$ cat src/rtl/ifetch_pkg.sv
// Shared fetch-stage types and instruction-BRAM geometry (word address width, word width, boot address).
package ifetch_pkg;

  localparam int IMEM_ADDR_WIDTH = 10;
  localparam int IMEM_DATA_WIDTH = 32;
  localparam logic [IMEM_ADDR_WIDTH-1:0] DEFAULT_RESET_PC = '0;

  typedef enum logic [1:0] {
    BOOT   = 2'd0,
    RUN    = 2'd1,
    HALTED = 2'd2
  } ifetch_state_e;

endpackage

$ cat src/rtl/instr_fetch.sv
// Fetch stage: 1-cycle BRAM read latency, 1 instr/cycle; stalls by withholding imem_rd_n so the BRAM output register holds the word.
// Optional retired-fetch counter port fetch_count under IFETCH_PERF_EN.
module instr_fetch
  import ifetch_pkg::*;
#(
  parameter int ADDR_WIDTH = IMEM_ADDR_WIDTH,
  parameter int DATA_WIDTH = IMEM_DATA_WIDTH,
  parameter logic [ADDR_WIDTH-1:0] RESET_PC = ADDR_WIDTH'(DEFAULT_RESET_PC)
) (
  input  logic                  clk,
  input  logic                  rst,
  output logic [ADDR_WIDTH-1:0] imem_addr,
  output logic                  imem_rd_n,
  output logic                  imem_wr_n,
  input  logic [DATA_WIDTH-1:0] imem_data_in,
  input  logic                  redirect_valid,
  input  logic [ADDR_WIDTH-1:0] redirect_pc,
  input  logic                  halt,
  output logic                  out_valid,
  input  logic                  out_ready,
  output logic [DATA_WIDTH-1:0] out_instr,
  output logic [ADDR_WIDTH-1:0] out_pc
`ifdef IFETCH_PERF_EN
  ,
  output logic [31:0]           fetch_count
`endif
);

  ifetch_state_e         state_q;
  logic [ADDR_WIDTH-1:0] pc_q, pc_d;
  logic [ADDR_WIDTH-1:0] resp_pc_q, resp_pc_d;
  logic                  resp_valid_q, resp_valid_d;
  logic                  issue;
  logic                  handshake;
  logic                  redirect_take;

  always_comb begin
    issue         = (state_q == RUN) & ~halt & ~redirect_valid & (~resp_valid_q | out_ready);
    out_valid     = resp_valid_q & ~redirect_valid;
    handshake     = out_valid & out_ready;
    redirect_take = redirect_valid & (state_q != BOOT);

    imem_addr = pc_q;
    imem_rd_n = ~issue;
    imem_wr_n = 1'b1;
    out_instr = out_valid ? imem_data_in : '0;
    out_pc    = resp_pc_q;

    pc_d         = pc_q;
    resp_pc_d    = resp_pc_q;
    resp_valid_d = resp_valid_q;
    // Redirect squashes the word currently on the BRAM output and wins over halt/handshake.
    if (redirect_take) begin
      pc_d         = redirect_pc;
      resp_valid_d = 1'b0;
    end else if (issue) begin
      pc_d         = pc_q + ADDR_WIDTH'(1);
      resp_pc_d    = pc_q;
      resp_valid_d = 1'b1;
    end else if (handshake) begin
      resp_valid_d = 1'b0;
    end
  end

  always_ff @(posedge clk) begin
    if (rst) begin
      state_q      <= BOOT;
      pc_q         <= RESET_PC;
      resp_pc_q    <= RESET_PC;
      resp_valid_q <= 1'b0;
    end else begin
      pc_q         <= pc_d;
      resp_pc_q    <= resp_pc_d;
      resp_valid_q <= resp_valid_d;
      case (state_q)
        BOOT:    state_q <= RUN;
        RUN:     if (halt && !redirect_valid) state_q <= HALTED;
        HALTED:  if (redirect_valid) state_q <= RUN;
        default: state_q <= BOOT;
      endcase
    end
  end

`ifdef IFETCH_PERF_EN
  logic [31:0] fetch_count_q;

  always_ff @(posedge clk) begin
    if (rst) begin
      fetch_count_q <= '0;
    end else if (handshake) begin
      fetch_count_q <= fetch_count_q + 32'd1;
    end
  end

  assign fetch_count = fetch_count_q;
`endif

endmodule

$ cat config.mk
export PLATFORM = sky130hd
export DESIGN_NAME = instr_fetch
export DESIGN_NICKNAME = d
export VERILOG_FILES = /design/src/rtl/ifetch_pkg.sv /design/src/rtl/instr_fetch.sv
export SDC_FILE = /design/constraint.sdc
export NUM_CORES = 1
export LEC_CHECK = 0
export ABC_AREA = 1
export CAP_MARGIN = 15
export CORE_ASPECT_RATIO = 1.25
export CORE_MARGIN = 4
export CORE_UTILIZATION = 30
export CTS_CLUSTER_DIAMETER = 80
export CTS_CLUSTER_SIZE = 16
export DETAILED_ROUTE_END_ITERATION = 7
export PLACE_DENSITY = 0.82
export SLEW_MARGIN = 20
export SYNTH_ARGS = -nofsm -noshare
export SYNTH_HDL_FRONTEND = slang
export SYNTH_SLANG_ARGS = --single-unit
$ cat constraint.sdc
create_clock -name clk -period 1.2 [get_ports clk]
set_clock_uncertainty 0.15 [all_clocks]
set_input_delay 0.18 -clock clk [delete_from_list [all_inputs] [get_ports clk]]
set_output_delay 0.18 -clock clk [all_outputs]
set_load 0.005 [all_outputs]
After elaboration in Yosys (flattened, before gate mapping) --
Index checks and enable logic that the tools add are counted.
Word-level totals: flip-flop bits (word level) 23, output and inout bits 55, logic and storage cells 38, bits of input ports 47
Cells by class: reduce and logical (&&, ||, !) cells 9, bitwise gates (word level) 12, equal/unequal tests 4, muxes and demuxes 8, $add $sub $neg 1
Operators with widths (count):
- $mux 32 | 1
- $mux 10 | 2
- $add 10x1->10 const B | 1
- $and 1x1->1 | 6
- $pmux 2 s3 | 1
- $reduce_bool 2->1 | 3
- $not 1->1 | 5
- $mux 2 | 2
- $reduce_and 2->1 | 2
- $eq 2x1->1 const B | 1
- $eq 2x2->1 const B | 1
- $logic_not 2->1 | 1
- $mux 1 | 2
- $ne 2x1->1 const B | 1
- $ne 2x2->1 const B | 1
- $reduce_or 2->1 | 1
- $logic_and 1x1->1 | 1
- $logic_not 1->1 | 1
- $or 1x1->1 | 1

Logic depth before layout (Yosys ltp) --
depth after elaboration 6, depth in mapped cells 9, mapped depth without buffers 9

Least setup slack after synthesis --
Ideal clock, no wire load.
kind register to register, start reg pc_q[0], in the netlist imem_addr[0], end reg pc_q[6], in the netlist imem_addr[6], library setup time 0.110 ns, setup slack -0.146 ns, data arrival time 1.085 ns, cell stages (with the launch flop) 9, data required time 0.940 ns, path through dfxtp_1 > ha_1 > nand2_1 > inv_1 > nand2_1 > o21bai_2 > nand3_1 > nand2_1 > inv_1
On the way: longest elaborated chain between the ends 3
Ends and longest elaborated chain:
- start, declared | line instr_fetch.sv:30 | logic [ADDR_WIDTH-1:0] pc_q, pc_d;
- start signal, assigned | line instr_fetch.sv:72 | pc_q <= pc_d;
- $add 10x1->10 | line instr_fetch.sv:57 | pc_d = pc_q + ADDR_WIDTH'(1);
- $mux 10 | line instr_fetch.sv:56 | end else if (issue) begin
- $mux 10 | line instr_fetch.sv:53 | if (redirect_take) begin
Every way passes these cells. The select of a mux whose other input is x is not followed. A chain may end at the register's enable or synchronous reset.

Worst setup path in the final report --
start reg resp_valid_q, end out out_instr[2]
On the way: longest elaborated chain between the ends 2
Ends and longest elaborated chain:
- start, declared | line instr_fetch.sv:32 | logic resp_valid_q, resp_valid_d;
- start signal, assigned | line instr_fetch.sv:74 | resp_valid_q <= resp_valid_d;
- $and 1x1->1 | line instr_fetch.sv:39 | out_valid = resp_valid_q & ~redirect_valid;
- $mux 32 | line instr_fetch.sv:46 | out_instr = out_valid ? imem_data_in : '0;
- end, declared | line instr_fetch.sv:21 | output logic [DATA_WIDTH-1:0] out_instr,
Every way passes these cells.

==> results_dict.tcl <==
set metrics [dict create \
    status "finished, violations left" \
    failing_checks "setup timing" \
    fin_area_sq_mm 0.00344 \
    regToRegStartpoint "resp_valid_q$_SDFFE_PP0P_" \
    finalSetupViolations 55 \
    drc_errors 0 \
    setup_repair_after_global_routing_missed_its_margin "true" \
    worst-endpoint-arrival_ns 1.31 \
    worstSetupEndpointType "output pin" \
    hold_path_depth 3 \
    area_of_the_multi_input_gates_sq_mm 0.00111 \
    drt-total-wl_um 6910 \
    worstHoldEndpoint "imem_addr[4]$_SDFFE_PP0P_" \
    clk-insertion-delay-late_ns 0.26 \
    drt_first_iter_violations 50 \
    delay_of_the_slowest_critical_path_stage_ns 0.35 \
    grt_util_all_layers_pct 20.9 \
    via_per_inst 4.76 \
    wire_length_of_the_first_global_routing_pass_um 10100 \
    drtAntennaViolNets 0 \
    portBuffers 100 \
    number_of_global_route_vias_before_repair 2130 \
    routed-via-count 2112 \
    timing.critical_path.fanout_max 8 \
    vdd.ir_drop.worst_mv 0.641 \
    totalNegativeSetupSlack_ns -18.89 \
    boundaryPins 102 \
    worst_setup_path_startpoint "resp_valid_q$_SDFFE_PP0P_" \
    placed_cell_area_sq_mm 0.00274 \
    maximum_number_of_pins_on_one_net_before_global_route_repair 14 \
    hold_violations 0 \
    critical_path.top_delay_family "buffers and inverters" \
    yosysWarningCount 0 \
    start_util_pct 31.4 \
    grt_most_used_layer "met2" \
    dr.pass1.iters 4 \
    place_inst 410 \
    cts_hold_repair.buffers 0 \
    fillers 319 \
    die_w_um 69.4 \
    final-instance-count-excl-fill 444 \
    cts_tree "yes" \
    postSynthAreaPerCell_sq_um 6.08 \
    htree_levels 1 \
    crit_path_cell_trace "inv_2 -> nor2_4 -> inv_4 -> buf_12 -> buf_16 -> nor2_2 -> buf_2" \
    grt_util_met3_pct 4.55 \
    ys_seq_elements 23 \
    critical_path_buf_inv_count 5 \
    synth_fp_nets 280 \
    synth.yosys.seq_area_share_pct 32.6 \
    ys_types 29 \
    synthesized_netlist_cell_count 232 \
    cts_inserted_buffers 3 \
    gp_congestion 0.835 \
    min_cycle_time_layout_ns 1.64 \
    timing.reg2reg.setup_slack_ns -0.43 \
    fmaxAchievable_mhz 608 \
    hold_path_class "in -> reg" \
    r2r-end "imem_addr[8]$_SDFFE_PP0P_" \
    placement_rows 27 \
    total_power_uw 2610 \
    final.setup.worst_slack_ns -0.444 \
    area.sequential_sq_um 498 \
    syn-cell-area_sq_mm 0.00141 \
    insertedDiodeCount 0 \
    remaining_global_route_overflow 0 \
    critPathKind "reg -> out" \
    timing.hold.worst.start "redirect_pc[4]" \
    place.detailed.hpwl_um 4080 \
    cp_data_required_time_ns 0.87 \
    finish.net_count 435 \
    floorplan.die.height_um 84.7 \
    clk_pin_slew_worst_paths_ns 0.08 \
    static-leakage-power_uw 0.00165 \
    r2r_cells 11 \
    power_per_cell_area_mw_per_mm2 760 \
    die_area_sq_mm 0.00587 \
    finalCritPeriodShare_pct 137 \
    core_region_area_sq_mm 0.00449 \
    drt-wirelength-per-cell_um 15.6 \
    worst_setup_path_start_kind "flop" \
    post_route_cells_drive_above_1_share_pct 53.9 \
    tritoncts_num_sinks 23 \
    critPathSlowestCell "sky130_fd_sc_hd__dfxtp_2" \
    grt_antenna_before_repair 0 \
    flow.area_growth_from_synthesis_pct 143 \
    drv_slew 0 \
    groute.layer.met1.usage_pct 22.2 \
    maxCapViolCount 0 \
    grtUsageMet2_pct 40.7 \
    clock_path_buffers 2 \
    cts_root_buf "sky130_fd_sc_hd__clkbuf_8" \
]
==> flip-flops by register name, summed over array words and instances, names as in the netlist <==
name,count
state_q,2
imem_addr,10
out_pc,10
resp_valid_q,1
==> power by group <==
group / total, uW / internal (uW) / switching [uW]
Sequential: 892 / 840 / 51.8
Clock: 489 / 232 / 257
Combinational: 1230 / 668 / 563
Total: 2610 / 1740 / 872
==> how the worst max path moves through the flow <==
stage | slack (ns) | endpoint | cells after the start
floorplan | -0.07 | imem_addr[6]$_SDFFE_PP0P_ | 8
global placement | -0.83 | out_instr[8] | 6
detailed placement | -0.83 | out_instr[5] | 6
CTS | -0.46 | out_instr[9] | 7
global route | -0.51 | out_instr[7] | 7
finish | -0.44 | out_instr[2] | 7
==> logic make-up after synthesis <==
kind of cell | count (synthesis) | share of synthesized area [%]
and+or+nand+nor | 113 | 33.6
other | 1 | 0.266
AOI/OAI and AO/OA | 32 | 13.5
buffers and inverters | 60 | 17.9
xor gates and xnor gates | 2 | 1.24
adders and majority gates | 1 | 0.886
DFF | 23 | 32.6
==> worst register-to-register path: stages (launching register included) <==
cell and delay, ns:
sky130_fd_sc_hd__dfxtp_2 0.34, sky130_fd_sc_hd__buf_4 0.13, sky130_fd_sc_hd__buf_6 0.10, sky130_fd_sc_hd__nand2_2 0.06, sky130_fd_sc_hd__nand3_2 0.09, sky130_fd_sc_hd__buf_6 0.15
sky130_fd_sc_hd__buf_12 0.14, sky130_fd_sc_hd__nand2_8 0.07, sky130_fd_sc_hd__inv_8 0.05, sky130_fd_sc_hd__nor2_4 0.07, sky130_fd_sc_hd__nand2_1 0.06, sky130_fd_sc_hd__a21oi_1 0.13
==> placed cells by master (no fill, tap or decap), types with 15 or more instances in the layout <==
| cell | Yosys | layout |
|---|---|---|
| sky130_fd_sc_hd__buf_4 | 2 | 34 |
| sky130_fd_sc_hd__dfxtp_2 | 0 | 15 |
| sky130_fd_sc_hd__inv_1 | 47 | 43 |
| sky130_fd_sc_hd__nor2_4 | 1 | 29 |
| sky130_fd_sc_hd__buf_6 | 2 | 24 |
| sky130_fd_sc_hd__buf_2 | 4 | 27 |
| sky130_fd_sc_hd__clkdlybuf4s50_1 | 0 | 45 |
| sky130_fd_sc_hd__nand2_1 | 44 | 32 |
==> metal layers <==
| metal | wire length [um] | vias up |
|---|---|---|
| met2 | 3740 | 115 |
| met4 | 148 | 0 |
| met3 | 494 | 14 |
| met5 | 0 | - |
| met1 | 2530 | 970 |
| li1 | - | 1013 |
==> per-stage QoR <==
stage	setup WS (ns)	hold slack [ns]	utilization, %
2_1_floorplan	-0.0688	0.0897	-
5_1_grt	-0.508	0.339	76.5
6_report	-0.444	0.321	76.5
3_3_place_gp	-0.835	0.305	60.9
4_1_cts	-0.458	0.313	69.7
3_5_place_dp	-0.833	0.304	60.9
==> cell usage after synthesis <==
cell                       count  area [sq um]
sky130_fd_sc_hd__buf_6         2          22.5
sky130_fd_sc_hd__conb_1        1          3.75
sky130_fd_sc_hd__o211ai_1      1          7.51
sky130_fd_sc_hd__a31oi_1       2          12.5
sky130_fd_sc_hd__nor2_2        1          6.26
sky130_fd_sc_hd__clkbuf_1      1          3.75
sky130_fd_sc_hd__buf_2         4          20.0
sky130_fd_sc_hd__nand4_1       3          18.8
sky130_fd_sc_hd__clkinv_1      1          3.75
sky130_fd_sc_hd__xor2_1        2          17.5
sky130_fd_sc_hd__nand3_1      16          80.1
sky130_fd_sc_hd__ha_1          1          12.5
sky130_fd_sc_hd__nor2_4        1          11.3
sky130_fd_sc_hd__o21ai_4       1          16.3
sky130_fd_sc_hd__o21ai_0       7          35.0
sky130_fd_sc_hd__o21bai_2      1          11.3
sky130_fd_sc_hd__inv_2         3          11.3
sky130_fd_sc_hd__buf_4         2          15.0
sky130_fd_sc_hd__nand3_2       1          10.0
sky130_fd_sc_hd__a211oi_1      2          15.0
sky130_fd_sc_hd__o21bai_1      1          7.51
sky130_fd_sc_hd__nor3_1        1          5.00
sky130_fd_sc_hd__a21oi_1      17          85.1
sky130_fd_sc_hd__nand2_1      44           165
sky130_fd_sc_hd__dfxtp_1      23           460
sky130_fd_sc_hd__nor2_1       44           165
sky130_fd_sc_hd__inv_1        47           176
sky130_fd_sc_hd__nand2_2       1          6.26
sky130_fd_sc_hd__or2_2         1          6.26
==> final cells by class <==
cell class	instances	area share (%)
repair buffers	159	43.5
multi-input cells	149	32.2
flip-flops and latches	23	14.5
inverters	51	6.37
well taps	58	2.11
clock buffers	3	1.20
clock inverters	1	0.146
==> repair_timing <==
action	in CTS	in global routing
endpoints found under the setup margin	75	73
gates cloned	3	0
setup buffers	22	9
resized for setup	265	85
pin swaps	16	22
No activity file was read; power rests on OpenSTA's default activity.
